$ cat src/rtl/chan_join_reduce_pipe.sv
// Join one word per channel, bitwise-reduce under a runtime mode, and drain
// through a STAGES-deep valid/ready pipe. CHAN_JOIN_PERF_EN adds perf_count.

module chan_join_hold_lane #(
  parameter int WIDTH = 8
) (
  input  logic             clk,
  input  logic             rst,
  input  logic [WIDTH-1:0] in_data,
  input  logic             in_valid,
  input  logic             fire,
  output logic             in_ready,
  output logic             hold_valid,
  output logic [WIDTH-1:0] hold_data
);
  logic             hold_valid_q, hold_valid_d;
  logic [WIDTH-1:0] hold_data_q, hold_data_d;
  logic             take;

  always_comb begin
    in_ready     = ~hold_valid_q | fire;
    take         = in_valid & in_ready;
    hold_valid_d = hold_valid_q;
    hold_data_d  = hold_data_q;
    // A refill in the firing cycle wins over the clear
    if (take) begin
      hold_valid_d = 1'b1;
      hold_data_d  = in_data;
    end else if (fire) begin
      hold_valid_d = 1'b0;
    end
  end

  always_ff @(posedge clk) begin
    if (rst) begin
      hold_valid_q <= 1'b0;
      hold_data_q  <= '0;
    end else begin
      hold_valid_q <= hold_valid_d;
      hold_data_q  <= hold_data_d;
    end
  end

  assign hold_valid = hold_valid_q;
  assign hold_data  = hold_data_q;
endmodule

module chan_join_reduce_pipe #(
  parameter int WIDTH  = 8,
  parameter int NUM_CH = 3,
  parameter int STAGES = 2,
  parameter int CNT_W  = 16
) (
  input  logic                    clk,
  input  logic                    rst,
  input  logic [1:0]              mode,
  input  logic [NUM_CH*WIDTH-1:0] in_data,
  input  logic [NUM_CH-1:0]       in_valid,
  output logic [NUM_CH-1:0]       in_ready,
  output logic [WIDTH-1:0]        out_data,
  output logic                    out_valid,
  input  logic                    out_ready,
  output logic                    busy
`ifdef CHAN_JOIN_PERF_EN
  ,
  output logic [CNT_W-1:0]        perf_count
`endif
);
  logic [NUM_CH-1:0]             hold_valid;
  logic [NUM_CH-1:0][WIDTH-1:0]  hold_data;
  logic                          fire;
  logic [WIDTH-1:0]              red;

  logic [STAGES-1:0]             vld_pipe_q, vld_pipe_d;
  logic [STAGES-1:0][WIDTH-1:0]  s_data_q, s_data_d;
  logic [STAGES-1:0]             can_accept;

  for (genvar i = 0; i < NUM_CH; i++) begin : g_lane
    chan_join_hold_lane #(.WIDTH(WIDTH)) u_lane (
      .clk       (clk),
      .rst       (rst),
      .in_data   (in_data[i*WIDTH +: WIDTH]),
      .in_valid  (in_valid[i]),
      .fire      (fire),
      .in_ready  (in_ready[i]),
      .hold_valid(hold_valid[i]),
      .hold_data (hold_data[i])
    );
  end

  always_comb begin
    red = (mode == 2'b00) ? '1 : '0;
    for (int i = 0; i < NUM_CH; i++) begin
      case (mode)
        2'b00:   red = red & hold_data[i];
        2'b01:   red = red | hold_data[i];
        default: red = red ^ hold_data[i];
      endcase
    end
    if (mode == 2'b11) red = ~red;
  end

  // Ready ripples from out_ready back to stage 0; top stage first
  always_comb begin
    can_accept = '0;
    can_accept[STAGES-1] = ~vld_pipe_q[STAGES-1] | out_ready;
    for (int k = STAGES-2; k >= 0; k--)
      can_accept[k] = ~vld_pipe_q[k] | can_accept[k+1];
  end

  assign fire = (&hold_valid) & can_accept[0];

  always_comb begin
    vld_pipe_d = vld_pipe_q;
    s_data_d   = s_data_q;
    if (can_accept[0]) begin
      vld_pipe_d[0] = fire;
      if (fire) s_data_d[0] = red;
    end
    for (int k = 1; k < STAGES; k++) begin
      if (can_accept[k]) begin
        vld_pipe_d[k] = vld_pipe_q[k-1];
        if (vld_pipe_q[k-1]) s_data_d[k] = s_data_q[k-1];
      end
    end
  end

  always_ff @(posedge clk) begin
    if (rst) begin
      vld_pipe_q <= '0;
      s_data_q   <= '0;
    end else begin
      vld_pipe_q <= vld_pipe_d;
      s_data_q   <= s_data_d;
    end
  end

  assign out_valid = vld_pipe_q[STAGES-1];
  assign out_data  = s_data_q[STAGES-1];
  assign busy      = (|hold_valid) | (|vld_pipe_q);

`ifdef CHAN_JOIN_PERF_EN
  logic [CNT_W-1:0] perf_count_q, perf_count_d;

  always_comb begin
    perf_count_d = perf_count_q;
    if (out_valid & out_ready) perf_count_d = perf_count_q + 1'b1;
  end

  always_ff @(posedge clk) begin
    if (rst) perf_count_q <= '0;
    else     perf_count_q <= perf_count_d;
  end

  assign perf_count = perf_count_q;
`endif
endmodule

$ cat config.mk
export PLATFORM = sky130hd
export DESIGN_NAME = chan_join_reduce_pipe
export DESIGN_NICKNAME = d
export VERILOG_FILES = /design/src/rtl/chan_join_reduce_pipe.sv
export SDC_FILE = /design/constraint.sdc
export NUM_CORES = 1
export LEC_CHECK = 0
export CORE_UTILIZATION = 50
export CTS_CLUSTER_DIAMETER = 150
export DETAILED_ROUTE_END_ITERATION = 6
export MAX_ROUTING_LAYER = met4
export PLACE_DENSITY = 0.79
export SKIP_CTS_REPAIR_TIMING = 1
export SYNTH_ARGS = -nofsm -noshare
export SYNTH_HDL_FRONTEND = slang
export SYNTH_SLANG_ARGS = --single-unit
$ cat constraint.sdc
create_clock -name clk -period 3.45 [get_ports clk]
set_input_delay 0.345 -clock clk [delete_from_list [all_inputs] [get_ports clk]]
set_output_delay 0.345 -clock clk [all_outputs]
set_load 0.01 [all_outputs]
==> summary.txt <==
Yosys
  – Library cells used by synthesis: 34
  – FF+latch count, synth: 45
  – Asr flop ratio synth: 0%
  – Seq/Total Area, Yosys: 26.49%
  – Post-Syn Nets: 480
  – Mean Syn Cell Area: 8.335 sq um
  – Synthesized instance count: 408
  – EDFF count, synth: 0
  – Synth Flop Type: dfxtp_1
  – Synth Cell Area: 3401 sq um
  – Warnings from Yosys: 0

Timing
  – Final setup violation count: 0
  – Relative slew margins: 52.50%
  – Final Hold Viols: 0
  – Max Clock Skew: 8.548 ps
  – Max Fclk: 385.4 MHz
  – Measured slew at the worst slew-check pin: 712.6 ps
  – Max-slew violations: 0
  – RSZ-0062 raised after global routing: no
  – Min Tclk post-route: 2595 ps
  – Final period utilization: 75.21%
  – Setup TNS Final: 0 ps
  – Final WS setup: 855.4 ps

Power and ir drop
  – Pwr Density: 325.8 nW/um^2
  – Comb pwr share: 25.7%
  – Switch share: 30.06%
  – Int Pwr: 0.8662 mW
  – Peak supply drop: 0.1699 mV
  – Psw: 0.3723 mW
  – Sequential share of power: 45.9%
  – Pleak: 1.559 nW
  – Clock Power Share: 28.4%

Die
  – Die area: 7135 sq um
  – IO Count: 45
  – Die width: 84.47 microns
  – Core ar.: 6459 sq um
  – Starting density of the core: 52.65%
  – Row cnt: 29
  – Height of the die: 84.47 microns

Clocking
  – Clk_lat worst skew: 310 ps
  – Worst-path clk slew: 90 ps
  – Max clock buf depth: 2
  – H-tree level count: 2
  – Cts bufs inserted: 5
  – Clock sinks: 45
  – CTS tree: built
  – Root Driver: clkbuf_8

Drt
  – Routed vias: 2,662
  – Met3 routed WL: 204 microns
  – # DRC: 4
  – M1 WL: 2.885 mm
  – Pre-antenna DRT Iters: 6
  – Met2 wire len: 3.206 mm
  – Wirelength per Cell: 12.70 microns
  – WL final: 6.386 mm
  – Via density per instance: 5.292
  – Max Used Layer: met4
  – DR iter-0 viols: 103
  – ANT nets after route: 0

Worst hold path
  – Hold Crit Class: flop to flop
  – Worst Hold Depth: 2

Cells and area
  – Synth-to-Final Area Change: 11.77%
  – Share of layout cells above drive strength 1: 5.399%
  – Non-filler cells, final: 503
  – Non-Filler Cell Area, Final: 3801 sq um
  – # nets final: 497
  – Fillers: 606
  – Antenna cells: 0

Placement
  – Routability Congestion: 0.7998
  – Port buffer count: 44
  – Pre-CTS setup slack: 525.9 ps
  – Dpl hpwl: 4.778 mm
  – Placed cell areas: 3705 sq um
  – Dpl cells: 495

Critical path
  – Critical path class: primary input to flop
  – Worst path depth: 14
  – Slowest-stage cell, CP: or2_2
  – WP buf/inv: 1
  – Worst path required time: 3660 ps
  – Worst-path cell chain: buf_2, or2_2, ha_1, nand2_1, o21ai_0, o21a_1, ha_1, nand2_1, o21ai_0, o21ai_0, ha_1, xnor2_1, nand2_1, a32o_1
  – R2r worst-path depth: 13
  – CP Capture Type: flop
  – CP delay by family, top: compound AO/OA/AOI/OAI gates
  – Crit path max fanout: 8
  – Critical path launch point type: primary input
  – Critical Path AT: 2800 ps
  – Critical Path Max Stage Delay: 390 ps

Global routing
  – Initial antenna violation count: 0
  – Largest net degree at the start of global routing: 65
  – Global route overflow: 0
  – Global-route wire length before repair: 11.44 mm
  – Vias in the first global route: 2,679
  – Total Routing Usage GR: 20.38%

Run status
  – Violated checks: design-rule violations
  – Status: finished with violations

Flow run
  – # Max-Cap Violations: 0
worst reg2reg max path: stages (launching register included):
cell	delay, ps
dfxtp_1	360
inv_1	50
ha_1	180
nand2_1	60
o21ai_0	110
o21a_1	210
ha_1	180
nand2_1	60
o21ai_0	120
o21ai_0	250
ha_1	280
xnor2_1	150
nand2_1	80
a32o_1	260
flip-flops by register name (all words and copies together) (netlist names):
register and cells:
out_data 8, g_lane.u_lane.hold_valid 3, g_lane.u_lane.hold_data 24, s_data_q 8, vld_pipe_q 2
path summary, 6_finish.rpt:
check	startpoint	to	slack, ps
min	s_data_q[0]	out_data[0]	460
max reg2reg	g_lane[0].u_lane.hold_data[0]	s_data_q[0]	1000
min reg2reg	s_data_q[0]	out_data[0]	460
max	mode[1]	s_data_q[0]	860
power by group through the flow:
stage               registers, mW  logic (mW)  clock network [mW]
floorplan                   0.569       0.250                   0
global placement            0.580       0.302                   0
detailed placement          0.581       0.318                   0
CTS                         0.569       0.323               0.363
global route                0.573       0.366               0.383
finish                      0.569       0.318               0.352
area by class of cell:
| class | instances | area (sq um) | area share, % |
|---|---|---|---|
| clock buffers | 6 | 82.58 | 2.172 |
| clock inverters | 2 | 13.76 | 0.3621 |
| inverters | 34 | 127.6 | 3.357 |
| multi-input cells | 292 | 2132 | 56.09 |
| flip-flops and latches | 45 | 900.9 | 23.70 |
| well taps | 77 | 96.34 | 2.535 |
| repair buffers | 47 | 447.9 | 11.78 |
cells in the final DEF, fill, tap and decap left out, types with 2 or more instances in the layout:
master	Yosys	final
nand2b_1	48	48
dfxtp_1	45	45
o21ai_0	41	41
clkdlybuf4s50_1	0	41
nand2_1	40	40
ha_1	40	40
inv_1	34	34
mux2i_1	26	26
a21oi_1	17	17
o21a_1	16	16
nand3_1	9	9
nor2b_1	8	8
a211o_1	8	8
nor2_1	6	6
clkbuf_8	0	6
xnor2_1	4	4
a32o_1	4	4
xor2_1	4	4
a311oi_1	4	4
nand2_2	3	3
and2_1	3	3
a221oi_4	3	3
buf_2	7	3
buf_4	11	3
nor3_1	2	2
through the flow:
stage          utilization [%]  hold WS [ps]  total power [mW]
2_1_floorplan                -         439.2            0.8182
3_3_place_gp             57.36         455.6            0.8816
3_5_place_dp             57.36         457.1            0.8992
4_1_cts                  58.85         469.9             1.254
5_1_grt                  58.85         504.1             1.322
6_report                 58.85         463.7             1.239
cell usage after synthesis, drive strengths merged, types with 2 or more instances:
| cell | number | area, sq um |
|---|---|---|
| and2 | 3 | 18.77 |
| nand2b | 48 | 300.3 |
| a311oi | 4 | 35.03 |
| nor3 | 2 | 10.01 |
| xnor2 | 4 | 35.03 |
| a211o | 8 | 70.07 |
| clkbuf | 14 | 52.55 |
| o21ai | 41 | 205.2 |
| buf | 23 | 187.7 |
| inv | 34 | 127.6 |
| a221oi | 3 | 78.83 |
| a21oi | 17 | 85.08 |
| nor2 | 6 | 22.52 |
| o21a | 16 | 120.1 |
| dfxtp | 45 | 900.9 |
| nand2 | 43 | 168.9 |
| ha | 40 | 500.5 |
| nand3 | 9 | 45.04 |
| nor2b | 9 | 63.81 |
| mux2i | 26 | 260.3 |
| xor2 | 4 | 35.03 |
| a32o | 4 | 40.04 |
per-layer routing:
| layer | global-route usage [%] | vias to the layer above |
|---|---|---|
| met3 | 3.540 | 9 |
| met5 | - | - |
| met4 | 7.396 | 0 |
| li1 | - | 1380 |
| met2 | 35.99 | 39 |
| met1 | 23.16 | 1234 |
cell families (layout without fill, tap and decap cells):
group                      count (synthesis)  in the layout  share of synthesized area [%]
and+or+nand+nor                          125            125                          19.61
AOI/OAI and AO/OA                         93             93                          18.65
buffers and inverters                     71             89                          10.82
DFF                                       45             45                          26.49
adders and majority gates                 40             40                          14.72
muxes                                     26             26                          7.653
xor gates and xnor gates                   8              8                          2.060
Power figures use the tool's default switching activity.
==> RTL edit 1 (same settings) <==
Add a define of `CHAN_JOIN_PERF_EN`.
--- a/src/rtl/chan_join_reduce_pipe.sv
+++ b/src/rtl/chan_join_reduce_pipe.sv
@@ -1,4 +1,6 @@
 // Join one word per channel, bitwise-reduce under a runtime mode, and drain
 // through a STAGES-deep valid/ready pipe. CHAN_JOIN_PERF_EN adds perf_count.
+
+`define CHAN_JOIN_PERF_EN
 
 module chan_join_hold_lane #(
Formal check against the unedited RTL (old outputs only; new: perf_count): equivalent (equiv_simple and equiv_induct, registers matched by name and starting in step).
==> RTL edit 1 against the unedited design <==
The flow now finishes without violations; clock power rose by 96%; sequential share of layout area increased by 3.2 points; wire length grew 25%; first-iteration DRC count increased by 25%; design area increased by 19%; setup slack got worse by 0.52 ns; hold slack improved by 0.015 ns; sequential cell count grew 16; power is 39% higher; fmax is 17% lower; area after synthesis rose by 12%; critical path type unchanged; critical endpoint is now s_data_q[5]$_SDFFE_PP0P_; largest power group unchanged.
==> RTL edit 1: results (changes against the unedited design) <==
Global route
  • Number of global-route vias before repair: 2878 (was 2679)
  • Total GRT Usage: 22.5% (was 20.4%)
  • Global-route wire length before repair: 13100 um (was 11400 um)
  • Largest net degree at the start of global routing: 52 (was 65)
  • Initial antenna violation count: 0 (unchanged)

Finish
  • Share of cells above drive strength 1: 7.35% (was 5.40%)
  • Diode count: 0 (unchanged)
  • Final #Nets: 585 (was 497)
  • Max FFs per register: 24 (unchanged)

Timing
  • Final Skew: 0.00723 ns (was 0.00855 ns)
  • Final setup violation count: 0 (unchanged)
  • Final TNS setup: 0 ns (unchanged)
  • Worst-Margin Slew: 0.852 ns (was 0.713 ns)

Pwr
  • Worst IR Drop VDD: 0.182 mV (was 0.170 mV)
  • Internal Power: 1270 uW (was 866 uW)
  • Leakage power: 0.00187 uW (was 0.00156 uW)

Clock network
  • Clk_lat worst skew: 0.35 ns (was 0.31 ns)
  • Max Root-Sink Buffers: 2 (unchanged)
  • H-tree lvl count: 3 (was 2)
  • Clock transition at path regs: 0.07 ns (was 0.09 ns)
  • Root Driver: clkbuf_8 (unchanged)
  • Num CTS Buffers: 9 (was 5)

Synthesis
  • Main area contributors after synthesis: dfxtp_1 32%, ha_1 14%, nand2_1 5.8% (was dfxtp_1 26%, ha_1 15%, nand2b_1 8.8%)
  • Asr flop ratio synth: 0% (unchanged)
  • Syn. warnings: 0 (unchanged)
  • Yosys cell types: 39 (was 34)
  • Post-synth top cells: 61 x dfxtp_1, 59 x nand2_1, 53 x inv_1, 41 x ha_1, 36 x nor2_1 (was 48 x nand2b_1, 45 x dfxtp_1, 41 x o21ai_0, 40 x ha_1, 40 x nand2_1)
  • Register area share after synthesis: 32.2% (was 26.5%)
  • Syn_nets: 549 (was 480)
  • Top FF cell, synth: dfxtp_1 (unchanged)

Worst setup path
  • CP max FO: 8 (unchanged)
  • Critical Path AT: 3.31 ns (was 2.80 ns)

Routing
  • Drt pass-1 iters: 4 (was 6)
  • Vias: 3187 (was 2662)
  • Iteration-0 DRC Markers: 129 (was 103)
  • WL final: 8000 um (was 6390 um)
  • Antenna-violating nets left: 0 (unchanged)

Placement
  • DPL Wire Length: 5780 um (was 4780 um)
  • Pre-CTS WS: -0.0424 ns (was 0.526 ns)
  • I/O Buffers: 60 (was 44)
  • Post-DP Area: 4320 sq um (was 3700 sq um)
  • Gpl congestion: 0.803 (was 0.800)

Min path
  • Hold crit path type: reg -> reg (unchanged)

Outcome
  • Status: complete, no violations (was finished, violations left)
-- RTL edit 1: layer usage --
metal	part of all wire, %	vias up	global-route usage, %
met5	0	-	-
li1	-	1652	-
met4	1.5	0	7.50
met1	46	1472	27.2
met3	3.8	9	5.26
met2	49	54	36.9
-- RTL edit 1: stage by stage --
stage	power [uW]	utilization, %	std cells	hold WS [ns]
6_report	1730	62.1	616	0.479
5_1_grt	1810	62.1	616	0.497
4_1_cts	1740	62.1	616	0.478
3_5_place_dp	1050	59.3	600	0.470
3_3_place_gp	1040	59.3	600	0.460
2_1_floorplan	966	-	476	0.446
-- RTL edit 1: kinds of logic (layout without fill, tap and decap cells) --
| family | Yosys count | in the layout | synth area share, % |
|---|---|---|---|
| AOI/OAI and AO/OA | 96 | 96 | 15.5 |
| and+or+nand+nor | 150 | 150 | 19.1 |
| xor gates and xnor gates | 19 | 19 | 4.39 |
| buffers and inverters | 94 | 135 | 11.3 |
| DFF | 61 | 61 | 32.2 |
| adders and majority gates | 41 | 41 | 13.5 |
| muxes | 15 | 15 | 4.02 |
-- RTL edit 1: area by class of cell --
class / instances / area (sq um)
Fill cell: 652 / 2760
Multi-Input combinational cell: 321 / 2140
Sequential cell: 61 / 1220
Timing Repair Buffer: 66 / 636
Inverter: 53 / 199
Clock buffer: 12 / 135
Tap cell: 99 / 124
Clock inverter: 4 / 72.6
-- RTL edit 1: critical path: stages --
cell             delay [ns]
clkdlybuf4s50_1        0.42
or2_2                  0.41
ha_1                   0.22
nand2_1                0.06
o21ai_0                0.07
o21ai_0                0.26
inv_1                  0.07
ha_1                   0.18
nand2_1                0.06
o21ai_0                0.07
o21ai_0                0.31
inv_1                  0.09
ha_1                   0.29
xor2_1                 0.16
a21oi_1                0.20
a211oi_1               0.09
-- RTL edit 1: power groups by stage --
stage | combinational (uW) | sequential (uW) | clock (uW)
2_1_floorplan | 212 | 754 | 0
3_3_place_gp | 276 | 761 | 0
3_5_place_dp | 290 | 763 | 0
4_1_cts | 293 | 747 | 699
5_1_grt | 331 | 750 | 731
6_report | 290 | 747 | 689
-- RTL edit 1: path summary, 6_finish.rpt --
| kind | depth (start not counted) | from | to | slack [ns] |
|---|---|---|---|---|
| hold / removal | 2 | g_lane[1].u_lane.hold_data[5]$_SDFFE_PP0P_ | g_lane[1].u_lane.hold_data[5]$_SDFFE_PP0P_ | 0.48 |
| setup reg to reg | 15 | g_lane[0].u_lane.hold_data[5]$_SDFFE_PP0P_ | s_data_q[5]$_SDFFE_PP0P_ | 0.76 |
| hold reg to reg | 2 | g_lane[1].u_lane.hold_data[5]$_SDFFE_PP0P_ | g_lane[1].u_lane.hold_data[5]$_SDFFE_PP0P_ | 0.48 |
| setup / recovery | 16 | mode[1] | s_data_q[5]$_SDFFE_PP0P_ | 0.33 |
==> RTL edit 2 (config.mk and constraints unchanged) <==
Without the edit above. Register the input `mode` before use, without a reset. The logic sees it one clock later. The other inputs are not delayed to match.
--- a/src/rtl/chan_join_reduce_pipe.sv
+++ b/src/rtl/chan_join_reduce_pipe.sv
@@ -67,4 +67,11 @@
 `endif
 );
+
+  logic [1:0] mode_q;
+
+  always_ff @(posedge clk) begin
+    mode_q <= mode;
+  end
+
   logic [NUM_CH-1:0]             hold_valid;
   logic [NUM_CH-1:0][WIDTH-1:0]  hold_data;
@@ -90,7 +97,7 @@
 
   always_comb begin
-    red = (mode == 2'b00) ? '1 : '0;
+    red = (mode_q == 2'b00) ? '1 : '0;
     for (int i = 0; i < NUM_CH; i++) begin
-      case (mode)
+      case (mode_q)
         2'b00:   red = red & hold_data[i];
         2'b01:   red = red | hold_data[i];
@@ -98,5 +105,5 @@
       endcase
     end
-    if (mode == 2'b11) red = ~red;
+    if (mode_q == 2'b11) red = ~red;
   end
 
Behaviour: not the same (Yosys sat finds a counterexample within 4 cycles, from zero or initial values and one cycle with rst high).
==> RTL edit 2 against the unedited design <==
The flow still finishes with violations (DRC); die area grew 1.2%; register-to-register slack worse by 0.34 ns; setup slack lost 0.19 ns; sequential power rose by 4.2%; non-clock buffer count stayed put; highest routed layer unchanged; sequential cell count is 2 higher; power increased by 0.42%; wire length grew 1.3%; critical path type is now reg -> reg; count of clock-buffer cells in the layout unchanged; synthesized cell count rose by 0.49%; hold slack improved by 0.012 ns; design area rose by 1.0%; area after synthesis increased by 1.2%.
==> RTL edit 2: results (changes against the unedited design) <==
Routing
  • Residual DRC: 2 (was 4)
  • Number of vias per cell: 5.32 (was 5.29)
  • WL final: 6470 um (was 6390 um)
  • Max layer used: met4 (unchanged)
  • Post-Route M1 WL: 3020 um (was 2890 um)
  • Iteration-0 DRC Markers: 134 (was 103)
  • Met3 Routed Length: 151 um (was 204 um)
  • Drt pass-1 iters: 7 (was 6)

Finish
  • Final #Nets: 499 (was 497)
  • Max FFs per register: 24 (unchanged)

Worst setup path
  • Family with the most delay on the worst path: adder cells (was compound AO/OA/AOI/OAI gates)
  • R2R depth: 11 (was 13)
  • Critical Path AT: 3.00 ns (was 2.80 ns)
  • Worst setup path category: reg -> reg (was in -> reg)
  • Internal reg-to-reg setup slack: 0.66 ns (was 1.00 ns)
  • Critical Path Start: mode_q[1]$_DFF_P_ (was mode[1])
  • RR Endpoint: s_data_q[5]$_SDFFE_PP0P_ (was s_data_q[0]$_SDFFE_PP0P_)

Timing
  • F_max: 359 MHz (was 385 MHz)
  • Max-Slew Margin vs Limit: 50.6% (was 52.5%)
  • Final Skew: 0.00835 ns (was 0.00855 ns)

Global route
  • Number of global-route vias before repair: 2664 (was 2679)
  • Global-route wire length before repair: 11500 um (was 11400 um)
  • Total GRT Usage: 20.4% (about the same)
  • Largest net degree at the start of global routing: 65 (unchanged)
  • Met1 usage: 23.6% (was 23.2%)
  • Met2 usage: 35.6% (was 36.0%)
  • Initial antenna violation count: 0 (unchanged)
  • M3 GR Usage: 3.89% (was 3.54%)

Clock network
  • H-tree lvl count: 2 (unchanged)

Synthesis
  • Yosys cell types: 34 (unchanged)
  • Main area contributors after synthesis: dfxtp_1 27%, ha_1 15%, nand2b_1 8.7% (was dfxtp_1 26%, ha_1 15%, nand2b_1 8.8%)
  • Post-synth top cells: 48 x nand2b_1, 47 x dfxtp_1, 41 x o21ai_0, 40 x ha_1, 40 x nand2_1 (was 48 x nand2b_1, 45 x dfxtp_1, 41 x o21ai_0, 40 x ha_1, 40 x nand2_1)
  • Syn_nets: 482 (was 480)
  • Register area share after synthesis: 27.3% (was 26.5%)

Pwr
  • Leakage power: 0.00157 uW (was 0.00156 uW)
  • Worst IR Drop VDD: 0.171 mV (was 0.170 mV)

Outcome
  • Status: finished, violations left (unchanged)
  • Failing checks: DRC (unchanged)

Placement
  • DPL Wire Length: 4620 um (was 4780 um)
  • Gpl congestion: 0.827 (was 0.800)
  • Pre-CTS WS: 0.740 ns (was 0.526 ns)

Min path
  • Hold endpoint: out_data[2]$_SDFFE_PP0P_ (was out_data[0]$_SDFFE_PP0P_)
  • Min-delay src: s_data_q[2]$_SDFFE_PP0P_ (was s_data_q[0]$_SDFFE_PP0P_)
-- RTL edit 2: cell types whose count changed in the layout (fill, tap and decap cells not counted), sizes merged --
cell / change
buf: -2
clkdlybuf4s50: +2
dfxtp: +2
clkinv: -1
clkinvlp: +1
-- RTL edit 2: cell families (layout without fill, tap and decap cells) --
group / count (synthesis) / count (layout) / share of synthesized area [%]
compound gates: 93 / 93 / 18.4
xor+xnor: 8 / 8 / 2.04
flops: 47 / 47 / 27.3
fa+ha+maj: 40 / 40 / 14.5
mux: 26 / 26 / 7.56
simple gates: 125 / 125 / 19.4
buf+inv: 71 / 89 / 10.7
-- RTL edit 2: through the flow --
| stage | std cells | util (%) | hold slack [ns] | cell area, sq um |
|---|---|---|---|---|
| 2_1_floorplan | 410 | - | 0.373 | 3440 |
| 3_3_place_gp | 497 | 57.8 | 0.459 | 3750 |
| 3_5_place_dp | 497 | 57.8 | 0.466 | 3750 |
| 4_1_cts | 505 | 59.1 | 0.482 | 3840 |
| 5_1_grt | 505 | 59.1 | 0.505 | 3840 |
| 6_report | 505 | 59.1 | 0.476 | 3840 |
-- RTL edit 2: where the power goes --
group | switching, uW | internal (uW) | total, uW | leakage, uW
sequential | 25.5 | 568 | 593 | 0.000385
combinational | 156 | 161 | 318 | 0.00114
clock | 191 | 142 | 333 | 0.0000412
total | 373 | 871 | 1240 | 0.00157
-- RTL edit 2: worst min-delay path, cell delays in order (launching register included) --
cell	delay, ns
dfxtp_1	0.31
nand3_1	0.06
a21oi_1	0.06
-- RTL edit 2: area by class of cell --
class                      instances  area (sq um)
fill                             582          2660
multi-input combinational        292          2130
timing repair buffer              47           458
clock inverter                     2          12.5
clock buffer                       6          72.6
sequential                        47           941
inverter                          34           128
tap                               77          96.3
